==> src/rtl/mem_access_stage_pkg.sv <==
// Shared definitions for the memory-access stage: FSM state encoding,
// default timeout, MEM/WB register layout and an alignment helper.
package mem_access_stage_pkg;

  typedef enum logic {
    MEM_IDLE   = 1'b0,
    MEM_ACCESS = 1'b1
  } mem_state_e;

  localparam int unsigned TIMEOUT_DEFAULT = 16;

  // Contents of the MEM/WB pipeline register.
  typedef struct packed {
    logic        reg_write;
    logic        mem_to_reg;
    logic [31:0] read_data;
    logic [31:0] alu_result;
    logic [4:0]  dest;
  } mem_wb_t;

  // Word accesses only: any nonzero low address bit is a fault.
  function automatic logic is_misaligned(input logic [31:0] addr);
    return addr[1:0] != 2'b00;
  endfunction

endpackage

==> src/rtl/mem_access_stage_dmem_bus_fsm.sv <==
// Data-memory bus handshake: issues one registered request per aligned
// memory op, waits for ack or timeout, and stalls the pipeline meanwhile.
module dmem_bus_fsm
  import mem_access_stage_pkg::*;
#(
  parameter int unsigned TIMEOUT = TIMEOUT_DEFAULT
) (
  input  logic        clock,
  input  logic        reset,
  input  logic        mem_read,
  input  logic        mem_write,
  input  logic [31:0] addr,
  input  logic [31:0] wdata,
  input  logic        ack,
  output logic        req,
  output logic        we,
  output logic [31:0] req_addr,
  output logic [31:0] req_wdata,
  output logic        stall,
  output logic        done,
  output logic        timeout
);

  localparam int unsigned CW = $clog2(TIMEOUT);
  localparam logic [CW-1:0] LAST = CW'(TIMEOUT - 1);

  mem_state_e    state;
  logic [CW-1:0] count;
  logic          start;

  // Decode the current cycle: launch, completion, abandonment and stall.
  always_comb begin
    // NOTE: every always_comb output gets a value on every path so no latch is inferred.
    start   = 1'b0;
    done    = 1'b0;
    timeout = 1'b0;
    stall   = 1'b0;
    if (state == MEM_IDLE) begin
      start = (mem_read || mem_write) && !is_misaligned(addr);
      stall = start;
    end else begin
      done    = ack;
      timeout = !ack && (count == LAST);
      stall   = !ack && (count != LAST);
    end
  end

  // State, timeout counter and registered bus outputs.
  always_ff @(posedge clock) begin
    // NOTE: sequential state uses non-blocking assignments so all registers update together at the edge.
    if (!reset) begin
      state     <= MEM_IDLE;
      count     <= '0;
      req       <= 1'b0;
      we        <= 1'b0;
      req_addr  <= '0;
      req_wdata <= '0;
    end else if (state == MEM_IDLE) begin
      if (start) begin
        state     <= MEM_ACCESS;
        count     <= '0;
        req       <= 1'b1;
        we        <= mem_write;
        req_addr  <= addr;
        req_wdata <= wdata;
      end
    end else begin
      if (done || timeout) begin
        state <= MEM_IDLE;
        req   <= 1'b0;
      end else begin
        count <= count + CW'(1);
      end
    end
  end

endmodule

==> src/rtl/mem_access_stage.sv <==
// Memory-access pipeline stage: drives the data-memory handshake through
// dmem_bus_fsm, holds the MEM/WB register, squashes register writes of
// faulting instructions and keeps sticky fault flags.
module mem_access_stage
  import mem_access_stage_pkg::*;
#(
  parameter int unsigned TIMEOUT = TIMEOUT_DEFAULT
) (
  input  logic        clock,
  input  logic        reset,
  input  logic        RegWrite_in,
  input  logic        MemtoReg_in,
  input  logic        MemRead_in,
  input  logic        MemWrite_in,
  input  logic [31:0] ALU_result_in,
  input  logic [31:0] data_in,
  input  logic [4:0]  Dest_Reg_Addr_in,
  output logic        dmem_req,
  output logic        dmem_we,
  output logic [31:0] dmem_addr,
  output logic [31:0] dmem_wdata,
  input  logic        dmem_ack,
  input  logic [31:0] dmem_rdata,
  output logic        stall,
  output logic        RegWrite_out,
  output logic        MemtoReg_out,
  output logic [31:0] read_data_out,
  output logic [31:0] ALU_result_out,
  output logic [4:0]  Dest_Reg_Addr_out,
  output logic        misalign_err,
  output logic        bus_err
);

  logic    done;
  logic    timeout;
  logic    mem_op;
  logic    is_load;
  logic    idle_pass;
  logic    misalign_hit;
  mem_wb_t mem_wb;
  mem_wb_t mem_wb_next;

  dmem_bus_fsm #(
    .TIMEOUT (TIMEOUT)
  ) u_bus (
    .clock     (clock),
    .reset     (reset),
    .mem_read  (MemRead_in),
    .mem_write (MemWrite_in),
    .addr      (ALU_result_in),
    .wdata     (data_in),
    .ack       (dmem_ack),
    .req       (dmem_req),
    .we        (dmem_we),
    .req_addr  (dmem_addr),
    .req_wdata (dmem_wdata),
    .stall     (stall),
    .done      (done),
    .timeout   (timeout)
  );

  // Next MEM/WB contents: bubble while stalled, otherwise the instruction
  // with its register write squashed if it faulted.
  always_comb begin
    mem_op       = MemRead_in || MemWrite_in;
    is_load      = MemRead_in && !MemWrite_in;
    idle_pass    = !stall && !done && !timeout;
    misalign_hit = idle_pass && mem_op && is_misaligned(ALU_result_in);
    mem_wb_next  = mem_wb;
    if (stall) begin
      mem_wb_next.reg_write  = 1'b0;
      mem_wb_next.mem_to_reg = 1'b0;
    end else begin
      mem_wb_next.reg_write  = RegWrite_in && !timeout && !misalign_hit;
      mem_wb_next.mem_to_reg = MemtoReg_in;
      mem_wb_next.alu_result = ALU_result_in;
      mem_wb_next.dest       = Dest_Reg_Addr_in;
      if (done && is_load) begin
        mem_wb_next.read_data = dmem_rdata;
      end
    end
  end

  // MEM/WB register and sticky fault flags.
  always_ff @(posedge clock) begin
    if (!reset) begin
      mem_wb       <= '0;
      misalign_err <= 1'b0;
      bus_err      <= 1'b0;
    end else begin
      mem_wb <= mem_wb_next;
      if (misalign_hit) misalign_err <= 1'b1;
      if (timeout)      bus_err      <= 1'b1;
    end
  end

  assign RegWrite_out      = mem_wb.reg_write;
  assign MemtoReg_out      = mem_wb.mem_to_reg;
  assign read_data_out     = mem_wb.read_data;
  assign ALU_result_out    = mem_wb.alu_result;
  assign Dest_Reg_Addr_out = mem_wb.dest;

endmodule

==> config.mk <==
export PLATFORM = sky130hd
export DESIGN_NAME = mem_access_stage
export DESIGN_NICKNAME = d
export VERILOG_FILES = /design/src/rtl/mem_access_stage_pkg.sv /design/src/rtl/mem_access_stage_dmem_bus_fsm.sv /design/src/rtl/mem_access_stage.sv
export SDC_FILE = /design/constraint.sdc
export NUM_CORES = 1
export LEC_CHECK = 0
export BUFFER_PORTS_ARGS = -buffer_cell sky130_fd_sc_hd__buf_2
export CORE_MARGIN = 2
export CORE_UTILIZATION = 42
export CTS_CLUSTER_DIAMETER = 120
export CTS_CLUSTER_SIZE = 20
export DETAILED_ROUTE_END_ITERATION = 16
export GPL_ROUTABILITY_DRIVEN = 0
export PLACE_DENSITY_LB_ADDON = 0.05
export SETUP_SLACK_MARGIN = 0.5
export SLEW_MARGIN = 15
export SYNTH_ARGS = -nofsm -noshare
export SYNTH_HDL_FRONTEND = slang
export SYNTH_SLANG_ARGS = --single-unit
==> constraint.sdc <==
create_clock -name clock -period 1.55 [get_ports clock]
set_input_delay 0.2325 -clock clock [delete_from_list [all_inputs] [get_ports clock]]
set_output_delay 0.2325 -clock clock [all_outputs]
set_load 0.01 [all_outputs]
==> results.sh <==
export IMPL_critPathMaxFanout=7
export IMPL_ys_ff_latch=144
export IMPL_violations="setup timing"
export IMPL_hold_class="in2reg"
export IMPL_vias=6164
export IMPL_synthCells=643
export IMPL_worst_path_largest_cell_delay_ps=350
export IMPL_synthesis_nets=752
export IMPL_path_buf_inv=3
export IMPL_clock_tree_root_cell="clkbuf_16"
export IMPL_seq_area_um2=3070
export IMPL_finalNetCount=1040
export IMPL_slew_headroom_pct=45.8
export IMPL_ys_types=31
export IMPL_ir_drop_mv=0.609
export IMPL_drc=0
export IMPL_core_um2=12600
export IMPL_grt_first_pass_wirelength_um=30700
export IMPL_nFillCells=672
export IMPL_drtAntennaViolNets=0
export IMPL_synth_top_cell_by_area="dfxtp_1"
export IMPL_critPathLaunchType="flip-flop"
export IMPL_setup_tns_ps=-287
export IMPL_status="finished, violations left"
export IMPL_period_needed_ps=1620
export IMPL_htree_levels=4
export IMPL_holdWs_ps=47.4
export IMPL_viasPerCell=5.53
export IMPL_wl_um=22400
export IMPL_endpoint_kind="flip-flop"
export IMPL_p_leak_nw=4.51
export IMPL_grt_pass1_vias=5864
export IMPL_hpwlAfterDp_um=10700
export IMPL_power_density_nw_per_um2=892
export IMPL_skew_ps=4.25
export IMPL_fmax_mhz=617
export IMPL_synth_edf_count=0
export IMPL_instances_no_fill=1114
export IMPL_syn_to_final_growth_pct=97.4
export IMPL_insertion_delay_ps=420
export IMPL_path_cells="and2b_2 -> a22oi_4 -> buf_4 -> buf_6 -> bufbuf_16 -> mux2i_1"
export IMPL_die_area_um2=13800
export IMPL_synth_adder_area_share_pct=0.231
export IMPL_synth_top_family_by_area="simple AND/OR/NAND/NOR gates"
export IMPL_finalCritPeriodShare_pct=105
export IMPL_power_frac_seq_pct=42.1
export IMPL_pwr_share_comb_pct=19.7
export IMPL_synth_area_leaders="dfxtp_1 53%, nand2_1 10%, a21oi_1 9.1%"
export IMPL_ys_warnings_count=0
export IMPL_place_inst=1018
export IMPL_syn_avg_cell_area_um2=8.43
export IMPL_die_width_um=118
export IMPL_place_ws_ps=120
export IMPL_synthXorXnorAreaFrac_pct=0.162
export IMPL_ys_seq_area_share_pct=53.2
export IMPL_maxCapViolations=0
export IMPL_cts_tree="done"
export IMPL_fin_util_pct=84.7
export IMPL_finalSetupViolCount=13
export IMPL_finalMaxSlewViolations=0
export IMPL_grt_usage_pct=27.8
export IMPL_worst_path_max_delay_cell="dfxtp_4"
export IMPL_clock_sinks=144
export IMPL_start_util_pct=42.9
export IMPL_worst_setup_path_type="reg2reg"
export IMPL_hold_violations=0
export IMPL_overflow=0
export IMPL_synthMuxAreaShare_pct=6.47
export IMPL_synth_compound_gate_area_share_pct=17.0
export IMPL_tightestPinTransition_ps=813
export IMPL_clk_pin_slew_ps=60
export IMPL_critPathRequiredTime_ps=1880
export IMPL_ios=248
export IMPL_worst_slack_ps=-70.9
export IMPL_path_delay_family="buffers and inverters"
export IMPL_async_flop_share_pct=0
export IMPL_p_sw_share_pct=26.3
export IMPL_numCtsBuffers=17
export IMPL_clk_path_buf_depth=2
export IMPL_synth_simple_area_share_pct=17.9
export IMPL_die_height_um=118
export IMPL_grt_start_max_net_pins=85
export IMPL_antenna_found_initial=1
export IMPL_routedWlPerCell_um=20.1
export IMPL_rows=41
export IMPL_drtIter0Drc=321
export IMPL_synth_flop_cell="dfxtp_1"
export IMPL_multi_input_area_um2=3590
export IMPL_drive_gt1_share_pct=74.5
export IMPL_dr_pass1_iters=6
export IMPL_worstPathArrival_ps=1950
export IMPL_internal_power_w=0.00703
export IMPL_rsz0062_at_grt="yes"
export IMPL_io_buffers=247
export IMPL_clockPowerShare_pct=38.2
export IMPL_yosys_area_top_type_share_pct=53.2
export IMPL_synth_area_um2=5420
export IMPL_p_switching_w=0.00251
-- power by group through the flow --
stage	Clock (W)	Sequential, W	Combinational (W)
after floorplan	0	0.00409	0.000528
after global placement	0	0.00401	0.000982
after detailed placement	0	0.00402	0.000999
after CTS	0.00363	0.00400	0.00157
after global routing	0.00385	0.00403	0.00197
final	0.00364	0.00402	0.00188
-- state kept, by name, indices dropped and copies added, names as in the netlist --
name               count
bus_err                1
read_data_out         32
u_bus.req              1
u_bus.state            1
Dest_Reg_Addr_out      5
u_bus.count            4
u_bus.we               1
MemtoReg_out           1
RegWrite_out           1
ALU_result_out        32
u_bus.req_addr        32
misalign_err           1
u_bus.req_wdata       32
-- routing by layer --
layer	wire (µm)	GRT usage [%]	share of wire, %	up-vias
li1	-	-	-	2791
met1	8420	32.8	38	3026
met2	11700	48.0	52	277
met3	1390	7.27	6.2	70
met4	890	11.9	4.0	0
met5	0	0	0	-
-- cells in the final DEF, fill, tap and decap left out, types with 2 or more instances in the layout --
master / synthesis / layout
dfxtp_2: 0 / 142
nor2_1: 4 / 3
clkbuf_8: 0 / 4
o22ai_2: 0 / 2
o21ai_1: 0 / 50
nand2_1: 144 / 111
buf_6: 2 / 150
clkbuf_16: 0 / 19
buf_16: 0 / 13
buf_12: 0 / 16
buf_4: 2 / 35
o211ai_1: 2 / 2
nand2b_1: 2 / 2
and3_4: 0 / 3
nand3_4: 0 / 41
o221ai_2: 0 / 2
nand2_4: 0 / 32
buf_8: 0 / 3
o21ai_0: 66 / 15
mux2i_1: 35 / 35
dfxtp_4: 0 / 2
a21oi_1: 99 / 5
nand3_2: 0 / 22
nand3_1: 66 / 3
clkbuf_1: 37 / 8
a21oi_2: 0 / 94
buf_2: 17 / 107
-- worst reg2reg max path: cells and delay by family (launching register included) --
family | cells | cell delay (ps)
buffers and inverters | 3 | 540
muxes | 1 | 230
DFF | 1 | 350
AOI/OAI and AO/OA | 1 | 190
and+or+nand+nor | 1 | 230
-- per-stage QoR --
stage	area, µm²	total power [W]
after global routing	10700	0.00984
after floorplan	5720	0.00462
after CTS	9550	0.00921
after detailed placement	6940	0.00502
final	10700	0.00954
after global placement	6940	0.00500
-- area by class of cell --
type / instances / area share, %
antenna: 1 / 0.0234
clock buffer: 29 / 4.77
inverter: 3 / 0.117
multi-input combinational: 438 / 33.6
sequential: 144 / 28.7
tap: 172 / 2.01
timing repair buffer: 327 / 30.8
-- Yosys cell counts (2+ instances only) --
master	count
nor2_1	4
nand2_1	144
nand2b_1	2
o22ai_1	2
a21oi_1	99
dfxtp_1	144
nand3_1	66
o21ai_0	66
mux2i_1	35
inv_1	2
and3_1	3
o221ai_1	2
o211ai_1	2
clkbuf_1	37
buf_2	17
buf_6	2
buf_4	2
-- what timing repair did --
item,4_1_cts,5_1_grt
gates resized for setup,402,184
pin swaps,72,91
setup buffers,21,29
hold buffers,0,0
endpoints found under the setup margin,283,284
gates cloned,14,2
-- cell families (layout without fill, tap and decap cells) --
group / count (synthesis) / in the layout
simple gates: 226 / 226
compound gates: 175 / 175
flops: 144 / 144
buf+inv: 61 / 359
mux: 35 / 35
fa+ha+maj: 1 / 1
xor+xnor: 1 / 1
other cells: 0 / 1
-- path summary, 6_finish.rpt --
kind,startpoint,to,slack [ps],depth (start not counted)
min,dmem_rdata[9],read_data_out[9],50,3
max reg2reg,u_bus.state,Dest_Reg_Addr_out[3],-70,6
min reg2reg,ALU_result_out[19],ALU_result_out[19],460,2
max,u_bus.state,Dest_Reg_Addr_out[3],-70,6
(Power assumes the default switching activity.)
